`config.mk`:
```
export PLATFORM = sky130hd
export DESIGN_NAME = psmac_pipelined
export DESIGN_NICKNAME = d
export VERILOG_FILES = /design/src/rtl/psmac_pkg.sv /design/src/rtl/psmac_lane_acc.sv /design/src/rtl/psmac_pipelined.sv
export SDC_FILE = /design/constraint.sdc
export NUM_CORES = 1
export LEC_CHECK = 0
export CAP_MARGIN = 20
export CORE_ASPECT_RATIO = 1.5
export CORE_MARGIN = 2
export CORE_UTILIZATION = 23
export DETAILED_ROUTE_END_ITERATION = 6
export GPL_ROUTABILITY_DRIVEN = 1
export PLACE_DENSITY_LB_ADDON = 0.25
export SYNTH_ARGS = -nofsm -noshare
export SYNTH_HDL_FRONTEND = slang
export SYNTH_SLANG_ARGS = --single-unit
```
`constraint.sdc`:
```
create_clock -name clk -period 13.2 [get_ports clk]
set_input_delay 1.98 -clock clk [delete_from_list [all_inputs] [get_ports clk]]
set_output_delay 1.98 -clock clk [all_outputs]
set_load 0.01 [all_outputs]
```
`src/rtl/psmac_pkg.sv`:
```
// psmac_pkg: mode encodings and width helpers
// shared by the precision-scalable MAC.
package psmac_pkg;

  localparam logic [1:0] MODE_FULL    = 2'b00;
  localparam logic [1:0] MODE_HALF    = 2'b01;
  localparam logic [1:0] MODE_QUARTER = 2'b10;

  function automatic int h_of(input int q);
    return 2 * q;
  endfunction

  function automatic int w_of(input int q);
    return 4 * q + 1;
  endfunction

  function automatic int sw_of(
    input logic [1:0] m,
    input int q,
    input int g
  );
    if (m == MODE_HALF)
      return 4 * q + g;
    else if (m == MODE_QUARTER)
      return 2 * q + g;
    else
      return 8 * q + 2 + g;
  endfunction

  function automatic int acc_of(input int q, input int g);
    return 8 * q + 4 * g;
  endfunction

endpackage

```
`src/rtl/psmac_lane_acc.sv`:
```
// psmac_lane_acc: one accumulator slot whose width
// and overflow rule are chosen per beat by mode.
module psmac_lane_acc
  import psmac_pkg::*;
#(
  parameter int Q_WIDTH = 2,
  parameter int GUARD = 4,
  localparam int SWM = sw_of(MODE_FULL, Q_WIDTH, GUARD)
) (
  input  logic           clk,
  input  logic           reset,
  input  logic           en,
  input  logic           load,
  input  logic           sgn,
  input  logic [1:0]     mode,
  input  logic [SWM-1:0] prod,
  output logic [SWM-1:0] acc,
  output logic           ovf
);

  localparam int IW = $clog2(SWM + 1);
  localparam int SH = sw_of(MODE_HALF, Q_WIDTH, GUARD);
  localparam int SQ = sw_of(MODE_QUARTER, Q_WIDTH, GUARD);

  logic [IW-1:0]  sw;
  logic [IW-1:0]  top;
  logic [SWM-1:0] mask;
  logic [SWM-1:0] a;
  logic [SWM-1:0] b;
  logic [SWM:0]   s;
  logic           carry;
  logic           sovf;

  always_comb begin
    unique case (1'b1)
      (mode == MODE_HALF):    sw = IW'(SH);
      (mode == MODE_QUARTER): sw = IW'(SQ);
      default:                sw = IW'(SWM);
    endcase
    top = sw - 1'b1;
    mask = '0;
    for (int i = 0; i < SWM; i++)
      mask[i] = (i < int'(sw));
    a = acc & mask;
    b = prod & mask;
    s = {1'b0, a} + {1'b0, b};
    carry = s[sw];
    sovf = (a[top] == b[top]) && (s[top] != a[top]);
  end

  always_ff @(posedge clk) begin
    if (reset) begin
      acc <= '0;
      ovf <= 1'b0;
    end else if (en) begin
      if (load) begin
        acc <= b;
        ovf <= 1'b0;
      end else begin
        acc <= s[SWM-1:0] & mask;
        ovf <= ovf | (sgn ? sovf : carry);
      end
    end
  end

endmodule

```
`src/rtl/psmac_pipelined.sv`:
```
// psmac_pipelined: 3-stage precision-scalable MAC
// (operands -> lane products -> accumulators).
module psmac_pipelined
  import psmac_pkg::*;
#(
  parameter int Q_WIDTH = 2,
  parameter int GUARD = 4,
  localparam int W = w_of(Q_WIDTH),
  localparam int PW = 2 * W,
  localparam int AW = acc_of(Q_WIDTH, GUARD)
) (
  input  logic          clk,
  input  logic          reset,
  input  logic          in_valid,
  output logic          in_ready,
  input  logic [W-1:0]  A,
  input  logic [W-1:0]  B,
  input  logic          A_sign,
  input  logic          B_sign,
  input  logic [1:0]    mode,
  input  logic          acc_en,
  output logic          out_valid,
  input  logic          out_ready,
  output logic [PW-1:0] P,
  output logic [AW-1:0] ACC,
  output logic [3:0]    ovf,
  output logic [1:0]    out_mode
);

  localparam int Q = Q_WIDTH;
  localparam int H = h_of(Q_WIDTH);
  localparam int SWM = sw_of(MODE_FULL, Q_WIDTH, GUARD);
  localparam int SH = sw_of(MODE_HALF, Q_WIDTH, GUARD);
  localparam int SQ = sw_of(MODE_QUARTER, Q_WIDTH, GUARD);

  logic advance;
  assign advance = !out_valid || out_ready;
  assign in_ready = advance;

  logic           v1, as1, bs1, e1;
  logic [W-1:0]   a1, b1;
  logic [1:0]     m1;

  always_ff @(posedge clk) begin
    if (reset) begin
      v1 <= 1'b0;
      a1 <= '0;
      b1 <= '0;
      as1 <= 1'b0;
      bs1 <= 1'b0;
      e1 <= 1'b0;
      m1 <= MODE_FULL;
    end else if (advance) begin
      v1 <= in_valid;
      a1 <= A;
      b1 <= B;
      as1 <= A_sign;
      bs1 <= B_sign;
      e1 <= acc_en;
      m1 <= (mode == MODE_HALF || mode == MODE_QUARTER)
            ? mode : MODE_FULL;
    end
  end

  // lanes are sign/zero-extended to W, products kept exact in PW
  logic [W-1:0]   la [4];
  logic [W-1:0]   lb [4];
  logic [PW-1:0]  pr [4];
  logic [SWM-1:0] px [4];
  logic [PW-1:0]  pk;
  logic           psg;

  always_comb begin
    psg = as1 | bs1;
    for (int k = 0; k < 4; k++) begin
      la[k] = '0;
      lb[k] = '0;
    end
    unique case (1'b1)
      (m1 == MODE_HALF): begin
        la[1] = {{(W-H){as1 & a1[W-1]}}, a1[W-1 -: H]};
        la[0] = {{(W-H){as1 & a1[H-1]}}, a1[H-1:0]};
        lb[1] = {{(W-H){bs1 & b1[W-1]}}, b1[W-1 -: H]};
        lb[0] = {{(W-H){bs1 & b1[H-1]}}, b1[H-1:0]};
      end
      (m1 == MODE_QUARTER): begin
        la[3] = {{(W-Q){as1 & a1[W-1]}}, a1[W-1 -: Q]};
        la[2] = {{(W-Q){as1 & a1[W-1-Q]}}, a1[W-1-Q -: Q]};
        la[1] = {{(W-Q){as1 & a1[H-1]}}, a1[H-1 -: Q]};
        la[0] = {{(W-Q){as1 & a1[Q-1]}}, a1[Q-1:0]};
        lb[3] = {{(W-Q){bs1 & b1[W-1]}}, b1[W-1 -: Q]};
        lb[2] = {{(W-Q){bs1 & b1[W-1-Q]}}, b1[W-1-Q -: Q]};
        lb[1] = {{(W-Q){bs1 & b1[H-1]}}, b1[H-1 -: Q]};
        lb[0] = {{(W-Q){bs1 & b1[Q-1]}}, b1[Q-1:0]};
      end
      default: begin
        la[0] = a1;
        lb[0] = b1;
      end
    endcase
    for (int k = 0; k < 4; k++) begin
      pr[k] = {{W{as1 & la[k][W-1]}}, la[k]}
            * {{W{bs1 & lb[k][W-1]}}, lb[k]};
      px[k] = {{(SWM-PW){psg & pr[k][PW-1]}}, pr[k]};
    end
    pk = '0;
    unique case (1'b1)
      (m1 == MODE_HALF): begin
        pk[PW-1 -: 2*H] = pr[1][2*H-1:0];
        pk[2*H-1:0] = pr[0][2*H-1:0];
      end
      (m1 == MODE_QUARTER): begin
        pk[PW-1 -: 2*Q] = pr[3][2*Q-1:0];
        pk[PW-1-2*Q -: 2*Q] = pr[2][2*Q-1:0];
        pk[2*H-1 -: 2*Q] = pr[1][2*Q-1:0];
        pk[2*Q-1:0] = pr[0][2*Q-1:0];
      end
      default: pk = pr[0];
    endcase
  end

  logic           v2, e2, sg2;
  logic [1:0]     m2;
  logic [PW-1:0]  p2;
  logic [SWM-1:0] x2 [4];

  always_ff @(posedge clk) begin
    if (reset) begin
      v2 <= 1'b0;
      e2 <= 1'b0;
      sg2 <= 1'b0;
      m2 <= MODE_FULL;
      p2 <= '0;
      for (int k = 0; k < 4; k++)
        x2[k] <= '0;
    end else if (advance) begin
      v2 <= v1;
      e2 <= e1;
      sg2 <= psg;
      m2 <= m1;
      p2 <= pk;
      for (int k = 0; k < 4; k++)
        x2[k] <= px[k];
    end
  end

  // out_mode doubles as the stored accumulating mode
  logic           ld;
  logic [SWM-1:0] sl [4];
  logic [3:0]     ov;

  assign ld = !e2 || (m2 != out_mode);

  always_ff @(posedge clk) begin
    if (reset) begin
      out_valid <= 1'b0;
      P <= '0;
      out_mode <= MODE_FULL;
    end else if (advance) begin
      out_valid <= v2;
      if (v2) begin
        P <= p2;
        out_mode <= m2;
      end
    end
  end

  for (genvar k = 0; k < 4; k++) begin : g_lane
    psmac_lane_acc #(
      .Q_WIDTH(Q_WIDTH),
      .GUARD(GUARD)
    ) u_acc (
      .clk(clk),
      .reset(reset),
      .en(advance & v2),
      .load(ld),
      .sgn(sg2),
      .mode(m2),
      .prod(x2[k]),
      .acc(sl[k]),
      .ovf(ov[k])
    );
  end

  assign ovf = ov;

  always_comb begin
    ACC = '0;
    unique case (1'b1)
      (out_mode == MODE_HALF): begin
        ACC[SH-1:0] = sl[0][SH-1:0];
        ACC[2*SH-1 -: SH] = sl[1][SH-1:0];
      end
      (out_mode == MODE_QUARTER): begin
        for (int k = 0; k < 4; k++)
          ACC[k*SQ +: SQ] = sl[k][SQ-1:0];
      end
      default: ACC[SWM-1:0] = sl[0];
    endcase
  end

endmodule

```
==> summary.md, run 1 <==
| Metric | Value |
|---|---|
| Via count | around 21000 |
| Nets@finish | 3622 |
| Total grt overflow | 0 |
| Fmax | approximately 0.13 GHz |
| Seq/Total Area, Yosys | 0.211 |
| Cells after synthesis | 3072 |
| # resized after CTS | 0 |
| Via/cell ratio | 4.57 |
| Critical path's top delay family | adder cells |
| Synth cell types | a little under 80 |
| Most used cell, CP | inv_1 |
| DRC | 0 |
| Peak VDD IR | roughly 0.000094 V |
| Synthesized area per cell | roughly 8.5 um2 |
| CP required | ~14000 ps |
| CTS Hold Bufs | 0 |
| CTS clk-pin slew, worst paths | 70 ps |
| First-pass GRT wire length | ~130 mm |
| Final Cycle Share | 0.592 |
| Worst-Skew Late Latency | 610 ps |
| Ys flop type | dfxtp_1 |
| Worst slew pin tran | 1080 ps |
| Die Width | 279 um |
| Syn_nets | 3614 |
| GP Congestion | ~0.86 |
| Clock power frac | 0.378 |
| Drt first pass iters | 5 |
| Number of global-route vias before repair | 21546 |
| 1st-iter DRT viols | between 800 and 900 |
| Power share of the combinational group | 0.249 |
| CP Max Fanout | 28 |
| H-tree level count | 1 |
| Synth warnings | 0 |
| Post-CTS setup buffer count | 0 |
| Slew Limit Headroom | 0.280 |
| Initial antenna violation count | 0 |
| Die area | about 0.12 mm2 |
| Worst Setup End Kind | flop |
| Synthesized area | around 0.026 mm2 |
| Fillers | 12335 |
| Gr busiest metal | met2 |
| Unrepaired setup endpoints after global routing | false |
| Num rows | approximately 150 |
| DRT antenna net count | 0 |
| Slowest-stage cell, CP | ha_1 |
| Critical path buffers and inverters | 7 |
| FF+latch count, synth | ~240 |
| Met2 usage | 0.259 |
| Die Ht | a little over 400 um |
| Clock Tree Root | clkbuf_16 |
| Post-DP HPWL | 65.4 mm |
| CTS tree | built |
| Met1 Track Usage GR | 0.173 |
| Post-route clock skew | about 27 ps |
| Slew Viols, Final | 0 |
| Pwr Density | just under 80 mW/mm2 |
| Worst Setup Start Kind | flop |
| Initial core utilization | 0.231 |
| GRT Overall Usage | 0.141 |
| Share of layout cells above drive strength 1 | 0.0464 |
| Top Ports | 85 |
| Status | finished, final reports clean |
| Hold Slack | between 400 and 500 ps |
| Setup TNS Final | 0 ps |
| Final number of setup-violating endpoints | 0 |
| Internal power | 1.48 mW |
| Total CTS buffers | 30 |
| Avg WL per Cell | 18.0 um |
| Largest net degree at the start of global routing | 78 |
| Crit path largest cell delay | 880 ps |
| Fin. Hold Viols | 0 |
| Switching share of total power | 0.352 |
| PortBufs | 84 |
| Grt met3 use | 0.0103 |
| Min-Delay Path Class | reg2reg |
| P_leak | 13.7 nW |
| Worst-case clock buffer depth | 3 |
| Number of enable flip-flop cells after synthesis | 76 |
| Asr flop ratio synth | 0 |
| Max-capacitance violation count | 0 |
| Final wirelength | a little over 80 mm |
| Switching power | around 0.80 mW |
| Sequential power share | 0.373 |
| Fin crit period | 7820 ps |
| Setup CP Type | reg2reg |
| Crit path DAT | around 8300 ps |
| CORE AREA | between 0.1 and 0.15 mm2 |
| CTS sink cnt | around 240 |
| Area grow syn2layout | 13.0% |
## cells in the mapped netlist (all sizes together), types with 4 or more instances
library cell,instances,area share
inv,382,0.055
nand2,371,0.054
ha,284,0.14
nor2,253,0.037
fa,231,0.18
a21oi,212,0.042
dfxtp,160,0.12
and2,142,0.034
o21ai,121,0.024
xnor2,109,0.037
clkbuf,107,0.015
edfxtp,76,0.088
a21o,62,0.018
xor2,50,0.017
nand3,49,0.0094
nor2b,48,0.012
a22oi,40,0.012
nor3,36,0.0069
buf,31,0.0063
and3,28,0.0067
a211oi,25,0.0074
o211ai,25,0.0078
o21bai,20,0.0058
a311oi,18,0.0061
a31oi,18,0.0048
o21a,17,0.0049
mux2i,15,0.0058
a22o,14,0.0047
or2,14,0.0034
a221oi,11,0.0037
o31ai,11,0.0044
or3,11,0.0026
nand2b,9,0.0022
nand4,6,0.0014
a21boi,5,0.0014
nor3b,5,0.0014
nor4,5,0.0012
o311ai,5,0.0017
a2111oi,4,0.0026
a32oi,4,0.0013
mux4,4,0.0035
## metrics by stage
stage / total power, mW / util / setup WS (ps) / cell area, um2 / instances
2_1_floorplan: 1.24 / - / 6920 / 26000 / 3072
3_5_place_dp: 1.44 / 0.252 / 5490 / 28400 / 4501
3_3_place_gp: 1.43 / 0.252 / 5590 / 28400 / 4501
4_1_cts: 2.32 / 0.261 / 5440 / 29400 / 4557
5_1_grt: 2.41 / 0.261 / 4920 / 29400 / 4557
6_report: 2.28 / 0.261 / 5380 / 29400 / 4558
## placed cells by master (no fill, tap or decap), types with 83 or more instances in the layout
cell             Yosys  final
nor2_1             252    252
clkdlybuf4s50_1      0     83
dfxtp_1            160    160
fa_1               231    231
xnor2_1            109    109
inv_1              380    378
and2_1             142    141
a21oi_1            207    207
o21ai_0            107    106
ha_1               284    283
nand2_1            371    370
## layout make-up
type,count,area (um2),area share
Multi-Input combinational cell,2314,18600,0.631
Sequential cell,236,5490,0.187
Tap cell,1453,1820,0.0619
Inverter,384,1440,0.0491
Timing Repair Buffer,114,1070,0.0363
Clock buffer,31,776,0.0264
Clock inverter,25,235,0.00801
Antenna cell,1,2.50,0.0000852
## registers in the layout, summed over array words and instances (netlist names), 2 cells and up
signal and flops:
b1 9, a1 9, p2 18, m2 2
P 18, g_lane.u_acc.ovf 4, g_lane.u_acc.acc 88, m1 2
out_mode 2, x2 76
## cells by family after synthesis
| kind of cell | synth area share |
|---|---|
| multiplexers | 0.0101 |
| flip-flops | 0.211 |
| AO/OA/AOI/OAI | 0.160 |
| adder cells (fa/ha/maj) | 0.315 |
| AND/OR/NAND/NOR | 0.174 |
| XOR/XNOR | 0.0536 |
| buffers and inverters | 0.0771 |
## power groups by stage
stage | clock (mW) | combinational [mW] | sequential (mW)
2_1_floorplan | 0 | 0.403 | 0.833
3_3_place_gp | 0 | 0.567 | 0.866
3_5_place_dp | 0 | 0.570 | 0.866
4_1_cts | 0.899 | 0.574 | 0.850
5_1_grt | 0.919 | 0.639 | 0.855
6_report | 0.862 | 0.568 | 0.850
## metal layers
| metal | up-vias | wire length, um |
|---|---|---|
| met5 | - | 0 |
| met4 | 0 | 2780 |
| met3 | 103 | 2400 |
| met2 | 352 | 41700 |
| met1 | 10146 | 35200 |
| li1 | 10251 | - |
## tightest hold or removal path: stages, from the launching register on
cell     delay [ps]
dfxtp_1         300
nand2_1          50
a21oi_1          50
## path summary, 6_finish.rpt
kind | start | to | slack, ps | cells past startpoint
worst max register to register | m1[0]$_SDFFE_PP0N_ | p2[17]$_SDFFE_PP0N_ | 5380 | 26
worst max-delay path | m1[0]$_SDFFE_PP0N_ | p2[17]$_SDFFE_PP0N_ | 5380 | 26
worst min-delay path | g_lane[2].u_acc.acc[15]$_SDFFE_PP0P_ | g_lane[2].u_acc.acc[15]$_SDFFE_PP0P_ | 440 | 2
worst min register to register | g_lane[2].u_acc.acc[15]$_SDFFE_PP0P_ | g_lane[2].u_acc.acc[15]$_SDFFE_PP0P_ | 440 | 2
No activity file was read; power rests on OpenSTA's default activity.
==> run 2: changes to the inputs <==
- clock period: 13.2 -> 6.6 ns (I/O delays scaled with it)
==> summary.md, run 2 (synthesis results as in run 1) <==
| Metric | Value |
|---|---|
| Area grow syn2layout | 14.8% |
| CP Max Fanout | 12 (-57%) |
| P_leak | 14.0 nW (+1.9%) |
| Total power | 4.68 mW (+110%) |
| Total grt overflow | 0 (unchanged) |
| Drt first pass iters | 6 (+1) |
| Peak VDD IR | 0.000187 V (+99%) |
| CTS clk-pin slew, worst paths | 60 ps (about the same) |
| Worst-Skew Late Latency | 600 ps (about the same) |
| Via/cell ratio | 4.57 (-0.17%) |
| Number of global-route vias before repair | 21858 (+1.4%) |
| Non-Filler Instances | 4605 (+1.0%) |
| Total CTS buffers | 31 (+3.3%) |
| Worst Setup End Kind | flop |
| Cell count of the worst reg-to-reg path | 25 (-3.8%) |
| Slew Viols, Final | 0 (unchanged) |
| CORE AREA | 0.113 mm2 (unchanged) |
| 1st-iter DRT viols | 901 (+5.0%) |
| Crit path from | bs1$_SDFFE_PP0N_ |
| Final Util | 0.265 (+0.00426) |
| Worst slew pin tran | 1100 ps (+21.2 ps) |
| Fin. Hold Viols | 0 (unchanged) |
| PortBufs | 84 (unchanged) |
| Slowest-stage cell, CP | dfxtp_1 |
| Post-DP HPWL | 66.6 mm (+1.8%) |
| DRC | 0 (unchanged) |
| Worst Setup EP | p2[17]$_SDFFE_PP0N_ |
| Slew Limit Headroom | 0.266 (-0.0142) |
| Max FFs per register | 88 (unchanged) |
| Setup CP Type | reg2reg |
| Final number of setup-violating endpoints | 0 (unchanged) |
| R2R Setup Slk | 200 ps (-5180 ps) |
| Clock Tree Root | clkbuf_16 |
| Status | finished, final reports clean |
| CTS sink cnt | 236 (unchanged) |
| FF-to-FF Start | bs1$_SDFFE_PP0N_ |
| Top Registers | g_lane.u_acc.acc (88), x2 (76) |
| First-pass GRT wire length | 129 mm (+0.77%) |
| Final Cycle Share | 0.970 (+0.377) |
| Largest net degree at the start of global routing | 70 (-10%) |
| Nets@finish | 3670 (+1.3%) |
| Via count | 21032 (+0.86%) |
| Post-route clock skew | 17.9 ps (-8.85 ps) |
| Worst setup margin | 201 ps (-5180 ps) |
| Diodes inserted | 0 (-1) |
| Worst Setup Start Kind | flop |
| Most frequent cells in the layout | 375 x inv_1, 365 x nand2_1, 282 x ha_1 |
| Final instance area | 0.0299 mm2 (+1.6%) |
| Place WS | -120 ps (-5610 ps) |
| Placed Cells | 4545 (+0.98%) |
| Final wirelength | 83.2 mm (+1.3%) |
| Most flop-heavy register | g_lane.u_acc.acc |
| Fillers | 12261 (-0.60%) |
| H-tree level count | 1 (unchanged) |
| Die Width | 279 um (unchanged) |
| RR Endpoint | p2[17]$_SDFFE_PP0N_ |
| GRT Overall Usage | 0.143 (+0.00133) |
| Worst-case clock buffer depth | 3 (unchanged) |
| Top Ports | 85 (unchanged) |
| GP Congestion | 0.893 (+3.3%) |
| CTS Hold Bufs | 0 (unchanged) |
| Placed Area | 0.0287 mm2 (+1.2%) |
| Num rows | 151 (unchanged) |
| Die Ht | 416 um (unchanged) |
| Most common cell after layout, fill and taps aside | inv_1 |
| Initial antenna violation count | 0 (unchanged) |
| CP required | 7100 ps (-6580 ps) |
| Min-Delay Path Class | reg2reg |
| Crit path largest cell delay | 790 ps (-90 ps) |
| Fmax | 0.156 GHz (+22%) |
| Die area | 0.116 mm2 (unchanged) |
| Pwr Density | 157 mW/mm2 (+100%) |
| Fin crit period | 6400 ps (-1420 ps) |
| CTS tree | built |
| Initial core utilization | 0.231 (unchanged) |
| Avg WL per Cell | 18.1 um (+0.31%) |
| Share of layout cells above drive strength 1 | 0.0673 (+0.0209) |
| Max-capacitance violation count | 0 (unchanged) |
| DRT antenna net count | 0 (unchanged) |
| Crit path DAT | 6890 ps (-1410 ps) |
[run 2: changes by cell type in the layout (fill, tap and decap cells not counted), moves of 4 or more]
cell / change
nand2_2: +5
a21oi_1: -8
inv_6: -4
a21oi_2: +7
clkbuf_1: +5
nand2_1: -5
buf_4: +45
[run 2: where the power goes]
group / internal [mW] / switching, mW / total [mW]
clock network: 1.05 / 0.757 / 1.80
logic: 0.455 / 0.725 / 1.18
registers: 1.60 / 0.0994 / 1.69
[run 2: what timing repair did]
| action | CTS | global route |
|---|---|---|
| setup endpoints to repair | 2 | 16 |
| pin swaps | 1 | 6 |
| buffers inserted | 0 | 3 |
| resized for setup | 3 | 27 |
| hold endpoints to repair | 0 | 0 |
[run 2: layout make-up]
| type | count | area [um2] | share of cell area |
|---|---|---|---|
| sequential | 236 | 5490 | 0.184 |
| multi-input combinational | 2314 | 18600 | 0.624 |
| timing repair buffer | 161 | 1430 | 0.0478 |
| tap | 1453 | 1820 | 0.0609 |
| clock inverter | 19 | 228 | 0.00763 |
| inverter | 384 | 1440 | 0.0483 |
| clock buffer | 38 | 822 | 0.0275 |
[run 2: through the flow]
stage	TNS, ps	hold WS, ps
after floorplan	0	425
after global placement	-92.7	437
after detailed placement	-206	443
after CTS	0	452
after global routing	-23.1	468
final	0	449
[run 2: routing by layer]
layer	up-vias	global-route usage	wire (um)
li1	10356	-	-
met1	10190	0.173	35600
met2	362	0.265	42500
met3	124	0.0107	2420
met4	0	0.0465	2740
met5	-	0	0
[run 2: how the worst min path moves through the flow]
stage                     cells past startpoint                                    to                            startpoint  slack [ps]
after floorplan                               2  g_lane[1].u_acc.acc[16]$_SDFFE_PP0P_  g_lane[1].u_acc.acc[16]$_SDFFE_PP0P_         430
after global placement                        1                    p2[3]$_SDFFE_PP0N_                    p2[3]$_SDFFE_PP0N_         440
final                                         2  g_lane[2].u_acc.acc[15]$_SDFFE_PP0P_  g_lane[2].u_acc.acc[15]$_SDFFE_PP0P_         450
after detailed placement                      1                   p2[14]$_SDFFE_PP0N_                   p2[14]$_SDFFE_PP0N_         440
after global routing                          2                       v1$_SDFFE_PP0N_                       v1$_SDFFE_PP0N_         470
after CTS                                     2  g_lane[2].u_acc.acc[15]$_SDFFE_PP0P_  g_lane[2].u_acc.acc[15]$_SDFFE_PP0P_         450
[run 2: worst max-delay path: cells and delay by family, from the launching register on]
family | cells | cell delay, ps
flops | 1 | 790
buf+inv | 5 | 460
fa+ha+maj | 6 | 2280
xor+xnor | 1 | 200
simple gates | 3 | 780
compound gates | 10 | 1790
